===== src/rtl/i2c_pkg.sv =====
// Shared definitions for the I2C codec init sequencer: master register map,
// command/status bit positions and the sequencer state encoding.
`timescale 1ns/1ps
package i2c_pkg;

  // Register addresses of the i2c master's Avalon slave port
  localparam logic [1:0] REG_TX     = 2'd0;
  localparam logic [1:0] REG_CMD    = 2'd1;
  localparam logic [1:0] REG_STATUS = 2'd2;

  // Command register bit positions
  localparam int CMD_START_BIT = 0;
  localparam int CMD_WRITE_BIT = 1;
  localparam int CMD_ACK_BIT   = 2;
  localparam int CMD_STOP_BIT  = 3;

  localparam logic [7:0] CMD_START = 8'(1 << CMD_START_BIT);
  localparam logic [7:0] CMD_WRITE = 8'(1 << CMD_WRITE_BIT);
  localparam logic [7:0] CMD_ACK   = 8'(1 << CMD_ACK_BIT);
  localparam logic [7:0] CMD_STOP  = 8'(1 << CMD_STOP_BIT);

  // Status register field positions
  localparam int ST_BUSY_BIT = 0;
  localparam int ST_RDY_BIT  = 1;
  localparam int ST_ERR_LSB  = 2;
  localparam int ST_ERR_MSB  = 3;

  typedef enum logic [3:0] {
    IDLE,
    FETCH,
    LOAD,
    WR_DATA,
    WR_CMD,
    POLL_RD,
    POLL_CHK,
    NEXT_BYTE,
    NEXT_WORD,
    DONE,
    FAIL
  } seqState_e;

  // Command that accompanies each of the three bytes of a register write:
  // address byte opens the transaction, the last data byte closes it.
  function automatic logic [7:0] cmdForByte(input logic [1:0] byteCnt);
    logic [7:0] cmd;
    case (byteCnt)
      2'd0:    cmd = CMD_START | CMD_WRITE;
      2'd1:    cmd = CMD_WRITE;
      default: cmd = CMD_WRITE | CMD_STOP;
    endcase
    return cmd;
  endfunction

endpackage


===== src/rtl/i2c_init_sequencer.sv =====
// Walks an external table of codec configuration words and writes each one
// over I2C through an Avalon-attached i2c master, retrying NACKed words.
`timescale 1ns/1ps
module i2c_init_sequencer
  import i2c_pkg::*;
#(
  parameter logic [6:0] DEV_ADR   = 7'h1A,
  parameter int         N_REGS    = 11,
  parameter int         MAX_RETRY = 3,
  localparam int        IdxW      = (N_REGS > 1) ? $clog2(N_REGS) : 1
) (
  input  logic            clk,
  input  logic            reset,
  input  logic            start,
  output logic            busy,
  output logic            done,
  output logic            fail,
  output logic [IdxW-1:0] tblAdr,
  input  logic [15:0]     tblData,
  output logic [1:0]      avmAdr,
  output logic            avmWr,
  output logic [7:0]      avmWrData,
  output logic            avmRd,
  input  logic [7:0]      avmRdData
);

  localparam int RetryW = (MAX_RETRY > 0) ? $clog2(MAX_RETRY + 1) : 1;
  localparam logic [IdxW-1:0]   LastIdx  = IdxW'(N_REGS - 1);
  localparam logic [RetryW-1:0] MaxRetry = RetryW'(MAX_RETRY);

  seqState_e         state;
  logic [IdxW-1:0]   idx;
  logic [RetryW-1:0] retryCnt;
  logic [1:0]        byteCnt;
  logic [15:0]       word;
  logic              stopping;
  logic              giveUp;

  logic [1:0] statusErr;
  logic       unusedStatus;

  assign statusErr    = avmRdData[ST_ERR_MSB:ST_ERR_LSB];
  assign unusedStatus = ^{avmRdData[7:4], avmRdData[ST_RDY_BIT]};

  // Byte sent on the bus for a given position within the current word
  function automatic logic [7:0] byteFor(input logic [1:0] pos, input logic [15:0] w);
    logic [7:0] b;
    case (pos)
      2'd0:    b = {DEV_ADR, 1'b0};
      2'd1:    b = w[15:8];
      default: b = w[7:0];
    endcase
    return b;
  endfunction

  // Sequencer FSM; bus strobes are set on entry so they coincide with their state
  always_ff @(posedge clk) begin
    if (!reset) begin
      state     <= IDLE;
      busy      <= 1'b0;
      done      <= 1'b0;
      fail      <= 1'b0;
      tblAdr    <= '0;
      avmAdr    <= '0;
      avmWr     <= 1'b0;
      avmWrData <= '0;
      avmRd     <= 1'b0;
      idx       <= '0;
      retryCnt  <= '0;
      byteCnt   <= '0;
      word      <= '0;
      stopping  <= 1'b0;
      giveUp    <= 1'b0;
    end else begin
      avmWr <= 1'b0;
      avmRd <= 1'b0;
      done  <= 1'b0;
      case (state)
        IDLE: begin
          if (start) begin
            busy     <= 1'b1;
            fail     <= 1'b0;
            idx      <= '0;
            retryCnt <= '0;
            tblAdr   <= '0;
            stopping <= 1'b0;
            giveUp   <= 1'b0;
            state    <= FETCH;
          end
        end
        FETCH: state <= LOAD;
        LOAD: begin
          word      <= tblData;
          byteCnt   <= 2'd0;
          avmWr     <= 1'b1;
          avmAdr    <= REG_TX;
          avmWrData <= byteFor(2'd0, tblData);
          state     <= WR_DATA;
        end
        WR_DATA: begin
          avmWr     <= 1'b1;
          avmAdr    <= REG_CMD;
          avmWrData <= cmdForByte(byteCnt);
          state     <= WR_CMD;
        end
        WR_CMD: begin
          if (giveUp) begin
            fail  <= 1'b1;
            busy  <= 1'b0;
            state <= FAIL;
          end else begin
            avmRd  <= 1'b1;
            avmAdr <= REG_STATUS;
            state  <= POLL_RD;
          end
        end
        POLL_RD: state <= POLL_CHK;
        POLL_CHK: begin
          if (avmRdData[ST_BUSY_BIT]) begin
            avmRd  <= 1'b1;
            avmAdr <= REG_STATUS;
            state  <= POLL_RD;
          end else if (stopping) begin
            stopping <= 1'b0;
            tblAdr   <= idx;
            state    <= FETCH;
          end else if (statusErr != 2'b00) begin
            avmWr     <= 1'b1;
            avmAdr    <= REG_CMD;
            avmWrData <= CMD_STOP;
            if (retryCnt < MaxRetry) begin
              retryCnt <= retryCnt + RetryW'(1);
              stopping <= 1'b1;
            end else begin
              giveUp <= 1'b1;
            end
            state <= WR_CMD;
          end else begin
            state <= NEXT_BYTE;
          end
        end
        NEXT_BYTE: begin
          if (byteCnt == 2'd2) begin
            state <= NEXT_WORD;
          end else begin
            byteCnt   <= byteCnt + 2'd1;
            avmWr     <= 1'b1;
            avmAdr    <= REG_TX;
            avmWrData <= byteFor(byteCnt + 2'd1, word);
            state     <= WR_DATA;
          end
        end
        NEXT_WORD: begin
          retryCnt <= '0;
          if (idx == LastIdx) begin
            done  <= 1'b1;
            busy  <= 1'b0;
            state <= DONE;
          end else begin
            idx    <= idx + IdxW'(1);
            tblAdr <= idx + IdxW'(1);
            state  <= FETCH;
          end
        end
        DONE:    state <= IDLE;
        FAIL:    state <= IDLE;
        default: state <= IDLE;
      endcase
    end
  end

endmodule


===== config.mk =====
export PLATFORM = sky130hd
export DESIGN_NAME = i2c_init_sequencer
export DESIGN_NICKNAME = d
export VERILOG_FILES = /design/src/rtl/i2c_pkg.sv /design/src/rtl/i2c_init_sequencer.sv
export SDC_FILE = /design/constraint.sdc
export NUM_CORES = 1
export LEC_CHECK = 0
export CAP_MARGIN = 20
export CELL_PAD_IN_SITES_DETAIL_PLACEMENT = 0
export CELL_PAD_IN_SITES_GLOBAL_PLACEMENT = 2
export CORE_UTILIZATION = 30
export DETAILED_ROUTE_END_ITERATION = 16
export HOLD_SLACK_MARGIN = 0.08
export PLACE_DENSITY_LB_ADDON = 0.1
export SYNTH_ARGS = -nofsm -noshare
export SYNTH_HDL_FRONTEND = slang
export SYNTH_SLANG_ARGS = --single-unit

===== constraint.sdc =====
create_clock -name clk -period 2.3 [get_ports clk]
set_input_delay 0.46 -clock clk [delete_from_list [all_inputs] [get_ports clk]]
set_output_delay 0.46 -clock clk [all_outputs]
set_load 0.05 [all_outputs]

==> metrics.md <==
| Metric | Value |
|---|---|
| Run status | completed |
| CP Launch Type | register |
| Pins over their slew limit | 0 |
| Dpl hpwl | 4770 um |
| Total GRT Usage | 0.1581 |
| Fin Setup TNS | 0 ns |
| Crit-path cells | and4bb_2, o21ai_0, buf_12, and2_1, a311oi_1 |
| Crit path DAT | 2.25 ns |
| Gpl congestion | 0.7561 |
| CP Max Fanout | 18 |
| Crit path largest cell delay | 0.71 ns |
| Power Density | 677.8 nW/um^2 |
| GRT overflow | 0 |
| Finished layout cell area | 3156 sq um |
| FF+latch area | 980.9 sq um |
| Synth cell types | 50 |
| Seq/Total Area, Yosys | 0.3900 |
| Tcrit/Tclk final | 0.8856 |
| Max VDD drop | 0.3397 mV |
| Multi-input logic area | 1393 sq um |
| Timing-limited maximum frequency | 0.4909 GHz |
| Clock sinks | 49 |
| DRC violations left | 0 |
| Die Y | 93.56 um |
| Worst skew pair latency | 0.30 ns |
| Syn avg cell area | 7.835 sq um |
| Final WL | 6573 um |
| Total power | 2.139 mW |
| Mapped cell area | 2515 sq um |
| Post-synthesis register bit count | 49 |
| Vias | 2322 |
| # setup viols final | 0 |
| Clock-pin slew on the worst setup and hold paths | 0.09 ns |
| Share of layout cells above drive strength 1 | 0.08123 |
| Initial antenna violation count | 0 |
| Row Count | 33 |
| Initial core utilization | 0.3076 |
| Critical Path Sink Type | register |
| Die X | 93.56 um |
| CTS buffer count | 5 |
| Number of flops mapped to enable cells by yosys | 0 |
| Post-route ant nets | 0 |
| Ant. Diodes | 0 |
| Ys flop type | dfxtp_1 |
| Post-CTS sizing | 0 |
| CTS Root Cell | clkbuf_8 |
| Worst Clk Skew | 0.007967 ns |
| Fill cells | 880 |
| Max Buffers Root-to-Sink | 2 |
| Synth Instances | 321 |
| Vias in the first global route | 2065 |
| Pleak | 1.066 nW |
| 1st-iter DRT viols | 56 |
| Crit path time final | 2.037 ns |
| Max-cap violations | 0 |
| Net Count, Synth | 356 |
| Setup bufs post-CTS | 0 |
| Hold Buf Count CTS | 0 |
| Top cell family by delay on the critical path | flip-flops |
| PortBufs | 40 |
| Setup repair after global routing missed its margin | no |
| Slew of the pin with the lowest slew margin | 0.9948 ns |
| WP data required | 2.51 ns |
| Routed vias/inst | 5.026 |
| Syn-to-layout area delta | 25.47% |
| Number of H-tree levels | 2 |
| Largest net degree at the start of global routing | 31 |
| Post-synth ARST share | 0 |
| Slowest CP cell | dfxtp_1 |
| Core area | 8175 sq um |
| Buf/Inv on CP | 1 |
| Die area | 8753 sq um |
| WL/cell | 14.23 um |
| Max_slew headroom | 0.3332 |
| HP Class | reg -> reg |
| First-pass GRT wire length | 10820 um |
| Number of failing hold endpoints at the final stage | 0 |
| Pre-antenna DRT Iters | 4 |
| Nets | 392 |
| Setup CP Type | reg -> reg |
| Placed cell areas | 3069 sq um |
| Ports | 46 |
| CTS tree | yes |
| Ys Warns | 0 |
[placed cells by master (no fill, tap or decap), types with 3 or more instances in the layout]
master           Yosys  final
a211oi_1            10     10
a21boi_0             4      4
a21oi_1             49     49
a311oi_1             3      3
and2_1               3      3
buf_4                0     11
clkbuf_8             0      6
clkdlybuf4s50_1      0     40
dfxtp_1             49     49
ha_1                 8      8
inv_1               11     11
nand2_1             56     56
nand2b_1             6      6
nand3_1              4      4
nor2_1              19     19
nor3_1               5      5
nor3b_1              3      3
nor4_1               3      3
nor4b_1              3      3
o211ai_1             3      3
o21a_1               3      3
o21ai_0             14     14
or2_2                3      3
or3_1                3      3
[worst min-delay path, delay by kind of cell (launching register included)]
family | cells | cell delay, ns
AND/OR/NAND/NOR | 1 | 0.05
flip-flops | 1 | 0.31
AO/OA/AOI/OAI | 1 | 0.05
[path summary, 6_finish.rpt]
kind / from / end / slack, ns / cells after the start
worst max register to register: state[2]$_SDFFE_PN0N_ / avmWrData[5]$_SDFFE_PN0P_ / 0.26 / 5
worst min-delay path: busy$_SDFFE_PN0P_ / busy$_SDFFE_PN0P_ / 0.45 / 2
worst min register to register: busy$_SDFFE_PN0P_ / busy$_SDFFE_PN0P_ / 0.45 / 2
worst max-delay path: state[2]$_SDFFE_PN0N_ / avmWrData[5]$_SDFFE_PN0P_ / 0.26 / 5
[layer usage]
| metal | share of wire | up-vias | GRT usage |
|---|---|---|---|
| li1 | - | 1199 | - |
| met1 | 0.54 | 1084 | 0.2354 |
| met2 | 0.41 | 31 | 0.2261 |
| met3 | 0.029 | 8 | 0.03171 |
| met4 | 0.014 | 0 | 0.04744 |
| met5 | 0 | - | 0 |
[metrics by stage]
stage	hold slack, ns	util	setup WS [ns]	std cells
global placement	0.4362	0.3754	0.1653	455
floorplan	0.4363	-	0.5485	321
global route	0.4781	0.3860	0.003764	462
detailed placement	0.4487	0.3754	0.1522	455
finish	0.4544	0.3860	0.2631	462
CTS	0.4609	0.3860	0.2428	462
[cells in the mapped netlist (2+ instances only)]
cell type | count | area share
a21oi_1 | 49 | 0.098
inv_1 | 11 | 0.016
buf_1 | 2 | 0.0030
or2_2 | 3 | 0.0075
a21boi_0 | 4 | 0.012
o211ai_1 | 3 | 0.0090
nor3_1 | 5 | 0.0099
clkbuf_1 | 14 | 0.021
a211oi_1 | 10 | 0.030
or3_1 | 3 | 0.0075
nor2_1 | 19 | 0.028
and3b_1 | 2 | 0.0070
ha_1 | 8 | 0.040
dfxtp_1 | 49 | 0.39
nand3_1 | 4 | 0.0080
a311oi_1 | 3 | 0.010
buf_2 | 8 | 0.016
o31ai_1 | 2 | 0.0060
o21a_1 | 3 | 0.0090
nand2_1 | 56 | 0.084
a31oi_1 | 2 | 0.0050
nor4b_1 | 3 | 0.010
nor3_2 | 2 | 0.0080
nand2b_1 | 6 | 0.015
and4_1 | 2 | 0.0070
nor3b_1 | 3 | 0.0090
o22ai_1 | 2 | 0.0050
nor2b_1 | 2 | 0.0050
o21ai_0 | 14 | 0.028
o21bai_1 | 2 | 0.0060
and2_1 | 3 | 0.0075
nor4_1 | 3 | 0.0075
nand4bb_1 | 2 | 0.0090
[cell families (layout without fill, tap and decap cells)]
family	Yosys count	count (layout)	synth area share
compound gates	104	104	0.2562
buf+inv	35	71	0.05622
flops	49	49	0.3900
xor+xnor	1	1	0.003483
fa+ha+maj	8	8	0.03980
mux	1	1	0.003980
simple gates	123	123	0.2503
[registers in the layout, indices dropped and copies added (netlist names)]
| signal | count |
|---|---|
| giveUp | 1 |
| avmRd | 1 |
| byteCnt | 2 |
| avmAdr | 2 |
| busy | 1 |
| avmWr | 1 |
| retryCnt | 2 |
| stopping | 1 |
| tblAdr | 4 |
| done | 1 |
| word | 16 |
| fail | 1 |
| state | 4 |
| avmWrData | 8 |
| idx | 4 |
[layout make-up]
type                            count  share of cell area
Sequential cell                    49              0.3109
Tap cell                          105             0.04163
Multi-Input combinational cell    237              0.4413
Inverter                           11             0.01308
Timing Repair Buffer               53              0.1657
Clock buffer                        7             0.02736
[power by group]
part	internal, mW	switching, mW
clock	0.239	0.283
sequential	0.919	0.0673
combinational	0.257	0.374
total	1.42	0.724
No activity file was read; power rests on OpenSTA's default activity.
